`src/rtl/mon_pkg.sv`:
```
// Shared types and ASCII constants for the monitor hex-dump transmitter.
package mon_pkg;

  typedef logic [2:0] state_t;

  localparam state_t ST_IDLE  = 3'd0;
  localparam state_t ST_DIGIT = 3'd1;
  localparam state_t ST_GSEP  = 3'd2;
  localparam state_t ST_WSEP  = 3'd3;
  localparam state_t ST_CR    = 3'd4;
  localparam state_t ST_LF    = 3'd5;

  localparam logic [7:0] CH_SPACE    = 8'h20;
  localparam logic [7:0] CH_CR       = 8'h0d;
  localparam logic [7:0] CH_LF       = 8'h0a;
  localparam logic [7:0] CH_DIGIT0   = 8'h30;
  localparam logic [7:0] CH_ALPHA_LO = 8'h61;
  localparam logic [7:0] CH_ALPHA_UP = 8'h41;

endpackage

```
`src/rtl/uart_send_hex_if.sv`:
```
// Word/line-control handshake and TX FIFO write port of uart_send_hex.
interface uart_send_hex_if #(parameter int DATA_W = 64);

  logic              word_valid;
  logic [DATA_W-1:0] word_data;
  logic              word_ready;
  logic              crlf_req;
  logic              busy;
  logic              line_done;
  logic [7:0]        send_char;
  logic              send_en;
  logic              tx_fifo_full;

  modport master (
    output word_valid, word_data, crlf_req, tx_fifo_full,
    input  word_ready, busy, line_done, send_char, send_en
  );

  modport slave (
    input  word_valid, word_data, crlf_req, tx_fifo_full,
    output word_ready, busy, line_done, send_char, send_en
  );

endinterface

```
`src/rtl/mon_hex_to_ascii.sv`:
```
// Nibble to ASCII hex digit. MON_HEX_UPPER_EN selects A-F instead of a-f.
module mon_hex_to_ascii
  import mon_pkg::*;
(
  input  logic [3:0] i_nib,
  output logic [7:0] o_char
);

`ifdef MON_HEX_UPPER_EN
  localparam logic [7:0] ALPHA = CH_ALPHA_UP;
`else
  localparam logic [7:0] ALPHA = CH_ALPHA_LO;
`endif

  always_comb begin
    if (i_nib < 4'd10) o_char = CH_DIGIT0 + {4'd0, i_nib};
    else               o_char = ALPHA + {4'd0, i_nib} - 8'd10;
  end

endmodule

```
`src/rtl/uart_send_hex.sv`:
```
// Hex-dump transmitter: words in, grouped ASCII hex plus CR LF out to the TX FIFO.
// Letter case follows MON_HEX_UPPER_EN (see mon_hex_to_ascii).
module uart_send_hex
  import mon_pkg::*;
#(
  parameter int DATA_W         = 64,
  parameter int GROUP_NIB      = 2,
  parameter int WORDS_PER_LINE = 1
) (
  input  logic           clk,
  input  logic           rst_n,
  uart_send_hex_if.slave bus
);

  localparam int NIB  = DATA_W / 4;
  localparam int NIB_W = (NIB > 1) ? $clog2(NIB) : 1;
  localparam int GRP_W = (GROUP_NIB > 1) ? $clog2(GROUP_NIB) : 1;
  localparam int WC_W  = (WORDS_PER_LINE > 1) ? $clog2(WORDS_PER_LINE) : 1;

  localparam logic [NIB_W-1:0] NIB_LAST = NIB_W'(NIB - 1);
  localparam logic [GRP_W-1:0] GRP_LAST = GRP_W'(GROUP_NIB - 1);
  localparam logic [WC_W-1:0]  WC_LAST  = WC_W'(WORDS_PER_LINE - 1);

  state_t            r_state;
  logic [DATA_W-1:0] r_shift;
  logic [NIB_W-1:0]  r_nib_cnt;
  logic [GRP_W-1:0]  r_grp_cnt;
  logic [WC_W-1:0]   r_word_cnt;
  logic              r_pending;

  logic       w_busy;
  logic       w_send_en;
  logic       w_crlf_now;
  logic [7:0] w_hex_char;
  logic [7:0] w_char;

  assign w_busy     = (r_state != ST_IDLE);
  assign w_send_en  = w_busy & ~bus.tx_fifo_full;
  // A request arriving on the last-digit cycle still replaces the word separator.
  assign w_crlf_now = r_pending | bus.crlf_req;

  mon_hex_to_ascii u_hex (
    .i_nib  (r_shift[DATA_W-1 -: 4]),
    .o_char (w_hex_char)
  );

  always_comb begin
    w_char = CH_SPACE;
    case (r_state)
      ST_DIGIT: w_char = w_hex_char;
      ST_CR:    w_char = CH_CR;
      ST_LF:    w_char = CH_LF;
      default:  w_char = CH_SPACE;
    endcase
  end

  always_ff @(posedge clk or negedge rst_n) begin
    if (!rst_n) begin
      r_state    <= ST_IDLE;
      r_shift    <= '0;
      r_nib_cnt  <= '0;
      r_grp_cnt  <= '0;
      r_word_cnt <= '0;
      r_pending  <= 1'b0;
    end else begin
      if (w_busy && bus.crlf_req) r_pending <= 1'b1;
      case (r_state)
        ST_IDLE: begin
          if (bus.word_valid) begin
            r_shift   <= bus.word_data;
            r_nib_cnt <= '0;
            r_grp_cnt <= '0;
            r_pending <= r_pending | bus.crlf_req;
            r_state   <= ST_DIGIT;
          end else if (w_crlf_now) begin
            r_state <= ST_CR;
          end
        end
        ST_DIGIT: begin
          if (w_send_en) begin
            r_shift <= r_shift << 4;
            if (r_nib_cnt == NIB_LAST) begin
              if (r_word_cnt == WC_LAST || w_crlf_now) begin
                r_state <= ST_CR;
              end else begin
                r_word_cnt <= r_word_cnt + WC_W'(1);
                r_state    <= ST_WSEP;
              end
            end else begin
              r_nib_cnt <= r_nib_cnt + NIB_W'(1);
              if (r_grp_cnt == GRP_LAST) begin
                r_grp_cnt <= '0;
                r_state   <= ST_GSEP;
              end else begin
                r_grp_cnt <= r_grp_cnt + GRP_W'(1);
              end
            end
          end
        end
        ST_GSEP: if (w_send_en) r_state <= ST_DIGIT;
        ST_WSEP: if (w_send_en) r_state <= ST_IDLE;
        ST_CR:   if (w_send_en) r_state <= ST_LF;
        ST_LF: begin
          if (w_send_en) begin
            r_word_cnt <= '0;
            r_pending  <= 1'b0;
            r_state    <= ST_IDLE;
          end
        end
        default: r_state <= ST_IDLE;
      endcase
    end
  end

  assign bus.word_ready = ~w_busy;
  assign bus.busy       = w_busy;
  assign bus.send_en    = w_send_en;
  assign bus.send_char  = w_char;
  assign bus.line_done  = (r_state == ST_LF) & w_send_en;

endmodule

```
`src/flat_wrapper.sv`:
```
// flat-port wrapper written by rule: the top's interface ports become plain ports
module uart_send_hex_flat import mon_pkg::*;
#(
  parameter int DATA_W         = 64,
  parameter int GROUP_NIB      = 2,
  parameter int WORDS_PER_LINE = 1
)
  (clk, rst_n, bus_word_valid, bus_word_data, bus_crlf_req, bus_tx_fifo_full, bus_word_ready, bus_busy, bus_line_done, bus_send_char, bus_send_en);
  uart_send_hex_if #(.DATA_W(DATA_W)) bus_i ();
  input  logic clk;
  input  logic rst_n;
  input wire logic [$bits(bus_i.word_valid)-1:0] bus_word_valid;
  input wire logic [$bits(bus_i.word_data)-1:0] bus_word_data;
  input wire logic [$bits(bus_i.crlf_req)-1:0] bus_crlf_req;
  input wire logic [$bits(bus_i.tx_fifo_full)-1:0] bus_tx_fifo_full;
  output wire logic [$bits(bus_i.word_ready)-1:0] bus_word_ready;
  output wire logic [$bits(bus_i.busy)-1:0] bus_busy;
  output wire logic [$bits(bus_i.line_done)-1:0] bus_line_done;
  output wire logic [$bits(bus_i.send_char)-1:0] bus_send_char;
  output wire logic [$bits(bus_i.send_en)-1:0] bus_send_en;
  assign bus_i.word_valid = bus_word_valid;
  assign bus_i.word_data = bus_word_data;
  assign bus_i.crlf_req = bus_crlf_req;
  assign bus_i.tx_fifo_full = bus_tx_fifo_full;
  assign bus_word_ready = bus_i.word_ready;
  assign bus_busy = bus_i.busy;
  assign bus_line_done = bus_i.line_done;
  assign bus_send_char = bus_i.send_char;
  assign bus_send_en = bus_i.send_en;
  uart_send_hex #(.DATA_W(DATA_W), .GROUP_NIB(GROUP_NIB), .WORDS_PER_LINE(WORDS_PER_LINE)) u_core (.clk(clk), .rst_n(rst_n), .bus(bus_i));
endmodule
```
`config.mk`:
```
export PLATFORM = sky130hd
export DESIGN_NAME = uart_send_hex_flat
export DESIGN_NICKNAME = d
export VERILOG_FILES = /design/src/rtl/mon_pkg.sv /design/src/rtl/uart_send_hex_if.sv /design/src/rtl/mon_hex_to_ascii.sv /design/src/rtl/uart_send_hex.sv /design/src/flat_wrapper.sv
export SDC_FILE = /design/constraint.sdc
export NUM_CORES = 1
export LEC_CHECK = 0
export ABC_AREA = 0
export BUFFER_PORTS_ARGS = -buffer_cell sky130_fd_sc_hd__clkbuf_2
export CAP_MARGIN = 10
export CORE_UTILIZATION = 30
export CTS_CLUSTER_DIAMETER = 60
export DETAILED_ROUTE_END_ITERATION = 10
export GPL_ROUTABILITY_DRIVEN = 0
export PLACE_DENSITY_LB_ADDON = 0.15
export SETUP_SLACK_MARGIN = 0.5
export SLEW_MARGIN = 20
export SYNTH_ARGS = -nofsm -noshare
export SYNTH_HDL_FRONTEND = slang
export SYNTH_SLANG_ARGS = --single-unit
```
`constraint.sdc`:
```
create_clock -name clk -period 2.7 [get_ports clk]
set_input_delay 0.27 -clock clk [delete_from_list [all_inputs] [get_ports clk]]
set_output_delay 0.27 -clock clk [all_outputs]
set_load 0.03 [all_outputs]
```
---- Yosys cells after proc, flatten, opt, wreduce, memory -nomap -nowiden ----
Cells that the tools add are included.
word-level totals
  flip-flop bits (word level) ............. 74
  input port bits ......................... 69
  word-level logic and storage cells ...... 80
cells by class
  add/sub/neg operators ................... 6
  magnitude comparators ................... 1
  equality and inequality tests ........... 17
  multiplexer cells ....................... 33
  bitwise operators ....................... 6
  reductions and logical operators ........ 11
operator list
  kind                                                   count
  2-to-1 mux 64 bit                                      2
  one-hot mux 64 bit (2 select lines)                    1
  2-to-1 mux 3 bit                                       9
  one-hot mux 8 bit (3 select lines)                     1
  one-hot mux 3 bit (5 select lines)                     1
  2-to-1 mux 4 bit                                       3
  inequality test 2 x 1 -> 1 bit, second input constant  6
  2-to-1 mux 1 bit                                       11
  adder 7 x 4 -> 8 bit, first input constant             1
  2-to-1 mux 8 bit                                       1
  one-hot mux 4 bit (2 select lines)                     1
  subtractor 8 x 4 -> 8 bit, second input constant       1
  adder 6 x 4 -> 7 bit, first input constant             1
  == test 3 x 2 -> 1 bit, second input constant          2
  == test 3 bit, second input constant                   2
  inequality test 2 bit, second input constant           3
  one-hot mux 1 bit (2 select lines)                     3
  AND reduction 6 bit                                    1
  AND reduction 5 bit                                    1
  adder 4 x 1 -> 4 bit, second input constant            1
  == test 4 bit, second input constant                   1
  less-than comparator 4 bit, second input constant      1
  AND reduction 4 bit                                    1
  nonzero test 2 bit                                     2
  other kinds (13)                                       17

---- Logic depth before layout (Yosys ltp) ----
  word-level depth ........................ 6
  gate-level depth with buffers ........... 7
  mapped depth without buffers ............ 6

---- Modules after synthesis ----
From an unflattened synthesis, not the netlist that was laid out.
second synthesis, totals
  cell total of the unflattened synthesis .. 376
  area total of the unflattened synthesis .. 3788.6 µm²
modules (own cells, without submodules)
  module            instances  cells an instance  area an instance (µm²)  seq. area each (µm²)
  uart_send_hex     1          359                3666.0                  1851.8
  mon_hex_to_ascii  1          17                 122.6                   0.0

---- Worst setup path before layout ----
OpenSTA, ideal clock, no wires.
  path kind ............................... register -> output
  start point ............................. register u_core.r_state[0]
  end point ............................... output bus_send_char[4]
  arrival ................................. 1.547 ns
  required time ........................... 2.430 ns
  path slack .............................. 0.883 ns
  stages on the path, launching flop included .. 6
  path buffers ............................ 3
  path through ............................ dfrtp_1 > buf_4 > or3b_4 > buf_6 > buf_6 > nor2_1
on the way
  cells in the longest elaborated chain, start to end .. 2
RTL lines
  element                                                         line                 source
  start: declaration                                              uart_send_hex.sv:24  state_t r_state;
  start signal: assignment                                        uart_send_hex.sv:59  r_state <= ST_IDLE;
  start signal: assignment                                        uart_send_hex.sv:74  r_state <= ST_DIGIT;
  start signal: assignment                                        uart_send_hex.sv:76  r_state <= ST_CR;
  == test 3 bit / == test 3 x 1 -> 1 bit (equally long branches)  uart_send_hex.sv:49  case (r_state)
  one-hot mux 8 bit (3 select lines) (*)                          uart_send_hex.sv:49
  end: declaration                                                flat_wrapper.sv:19   output wire logic [$bits(bus_i.send_char)-1:0] bus_send_char;
Mark *: on every way between the ends. The rest lies on a longest branch, timed or not.

---- Worst setup path after layout ----
  start point ............................. register u_core.r_state[0]
  end point ............................... output bus_send_char[6]
Same word-level chain as after synthesis.

==> results.txt <==
Outcome: finished, violations left
Failing checks: design-rule violations
Worst vdd ir: 0.471 mV
Leak: 0.00236 uW
Reg2reg start: u_core.r_state[0]
Final setup fails: 0
Post-cts sizing count: 0
Multi-input gate area: 1630 um2
Max Transition Viols Final: 0
Max Clock Skew: 0.00586 ns
Mapped Area: 3640 um2
Fin crit share: 77.3%
Synth top cells by count: 74 x dfrtp_1, 69 x nand2_1, 65 x o21ai_0, 61 x mux2i_1, 14 x buf_2
Post-synthesis sequential element count: 74
Final Net Count: 508
Grt total ovfl: 0
Core box area: 11600 um2
Die H: 112 um
Initial core utilization: 31.3%
DRT Pass-1 Iters: 7
Crit path required time: 2.43 ns
DR vias: 2778
Num CTS Buffers: 9
RSZ-0062 raised after global routing: false
Worst setup EP type: primary output
DR top layer: met4
Fmax: 479 MHz
Worst slew pin tran: 0.969 ns
Warnings from Yosys: 0
Global-route wire length before repair: 13700 um
DRC violations left: 5
Count of different cell masters after synthesis: 37
EDFF count, synth: 0
# fillers: 1211
Worst setup SP type: register
Post-Synthesis Cells: 368
CTS tree: yes
Tot Pwr: 5360 uW
Worst hold path class: in -> async
Storage element area: 1850 um2
Port bufs: 79
Syn-to-layout area delta: 22.5%
Crit path from: u_core.r_state[0]
Setup TNS: 0 ns
Relative slew slack: 35.4%
Post-CTS Setup Inserts: 0
Die Wd: 112 um
Post-synth top area share: 50.9%
Vias in the first global route: 2782
Worst-Skew Late Latency: 0.33 ns
Final core occ: 38.4%
Worst Path Buf+Inv: 1
Share of cells above drive strength 1: 23.4%
Syn Nets: 439
Min Tclk post-route: 2.09 ns
Ant. Diodes: 0
Synth Flop Type: dfrtp_1
Initial antenna violation count: 0
Register area share after synthesis: 50.9%
Max incr delay on CP: 0.56 ns
Met3 Wirelength: 413 um
Arrival @ worst endpoint: 1.82 ns
Post-Route WL: 8240 um
Worst Path Class, Setup: reg -> out
Global-route usage over all layers: 13.9%
Most frequent cell after synthesis: dfrtp_1
Max stage delay cell, worst path: dfrtp_1
DR WL met2: 3710 um
Clock buffer depth: 2
H-tree Lvls: 3
Largest delay contributor family on the critical path: simple AND/OR/NAND/NOR gates
DRT antenna net count: 0
Clk root buf: clkbuf_16
# rows: 39
Clk slew on worst S/H paths: 0.06 ns
Depth of the worst register-to-register path: 4
Worst R2R End: u_core.r_nib_cnt[1]
Synth async-reset ratio: 100%
CP cell instances: or3b_4 -> nor2_1 -> clkbuf_2
Total die area: 12600 um2
Syn_area_per_cell: 9.88 um2
Initial DRC Count: 93
Pwr per Cell Area: 1200 nW/um2
CTS Sinks: 74
WP depth: 3
Vias/cell: 4.76
Final Hold Fails: 0
Max_cap viols: 0
WL per Instance: 14.1 um
Worst Path Max Fanout: 13
Hpwl dp: 5540 um
Largest net degree at the start of global routing: 75
# IOs: 81
Met1 WL: 4020 um
Cts-stage hold buffer count: 0
Synth area leaders: dfrtp_1 51%, mux2i_1 17%, o21ai_0 8.9%, nand2_1 7.1%, buf_2 1.9%
Synth area leader: dfrtp_1
Worst R2R Setup Slack: 0.81 ns
flip-flops by register name, indices dropped and copies added (netlist names):
signal,count
u_core.r_nib_cnt,4
u_core.r_state,3
u_core.r_word_cnt,1
u_core.r_pending,1
u_core.r_grp_cnt,1
u_core.r_shift,64
how the worst max path moves through the flow:
stage	to	slack, ns
2_1_floorplan	bus_send_char[4]	0.88
3_3_place_gp	u_core.r_shift[60]	0.72
3_5_place_dp	u_core.r_shift[63]	0.66
4_1_cts	bus_send_char[6]	0.51
5_1_grt	bus_send_char[6]	0.53
6_report	bus_send_char[6]	0.61
cell families after synthesis:
logic type / synth area share [%]
AO/OA/AOI/OAI: 14.3
XOR/XNOR: 0.241
adder cells (fa/ha/maj): 0.688
buffers and inverters: 4.40
flip-flops: 50.9
multiplexers: 16.8
other: 0.103
AND/OR/NAND/NOR: 12.5
cell type report:
cell class              instances  area share [%]
flip-flops and latches         74            41.6
clock buffers                  11            5.67
clock inverters                 4            1.68
multi-input cells             263            36.6
well taps                     143            4.02
inverters                       6           0.505
repair buffers                 83            9.88
cell usage in the layout (no fill, tap or decap), types with 3 or more instances in the layout:
| cell | instances |
|---|---|
| a21oi_1 | 8 |
| a22o_1 | 5 |
| buf_4 | 4 |
| clkbuf_16 | 9 |
| clkbuf_2 | 78 |
| dfrtp_1 | 73 |
| inv_1 | 6 |
| mux2i_1 | 61 |
| nand2_1 | 69 |
| nand3_1 | 7 |
| nor2_1 | 10 |
| nor3_1 | 3 |
| o21ai_0 | 65 |
| o21ai_1 | 3 |
| o31ai_1 | 3 |
| or3_1 | 3 |
metal layers:
metal  track usage [%]  vias up
li1                  -     1425
met4              5.07        0
met1              18.2     1288
met5                 0        -
met3              4.10        7
met2              21.7       58
power by group:
| part | internal, uW | total [uW] | leakage [uW] | switching (uW) |
|---|---|---|---|---|
| registers | 1630 | 1980 | 0.000926 | 351 |
| clock network | 854 | 1300 | 0.000154 | 449 |
| logic | 839 | 2080 | 0.00128 | 1240 |
metrics by stage:
step                setup slack [ns]  area [um2]  cells  hold slack (ns)
floorplan                      0.883        3640    368          -0.0256
finish                         0.614        4460    584           0.0888
global route                   0.527        4460    584            0.163
CTS                            0.508        4450    583            0.132
detailed placement             0.659        4120    568            0.469
global placement               0.716        4120    568            0.461
Power figures use the tool's default switching activity.
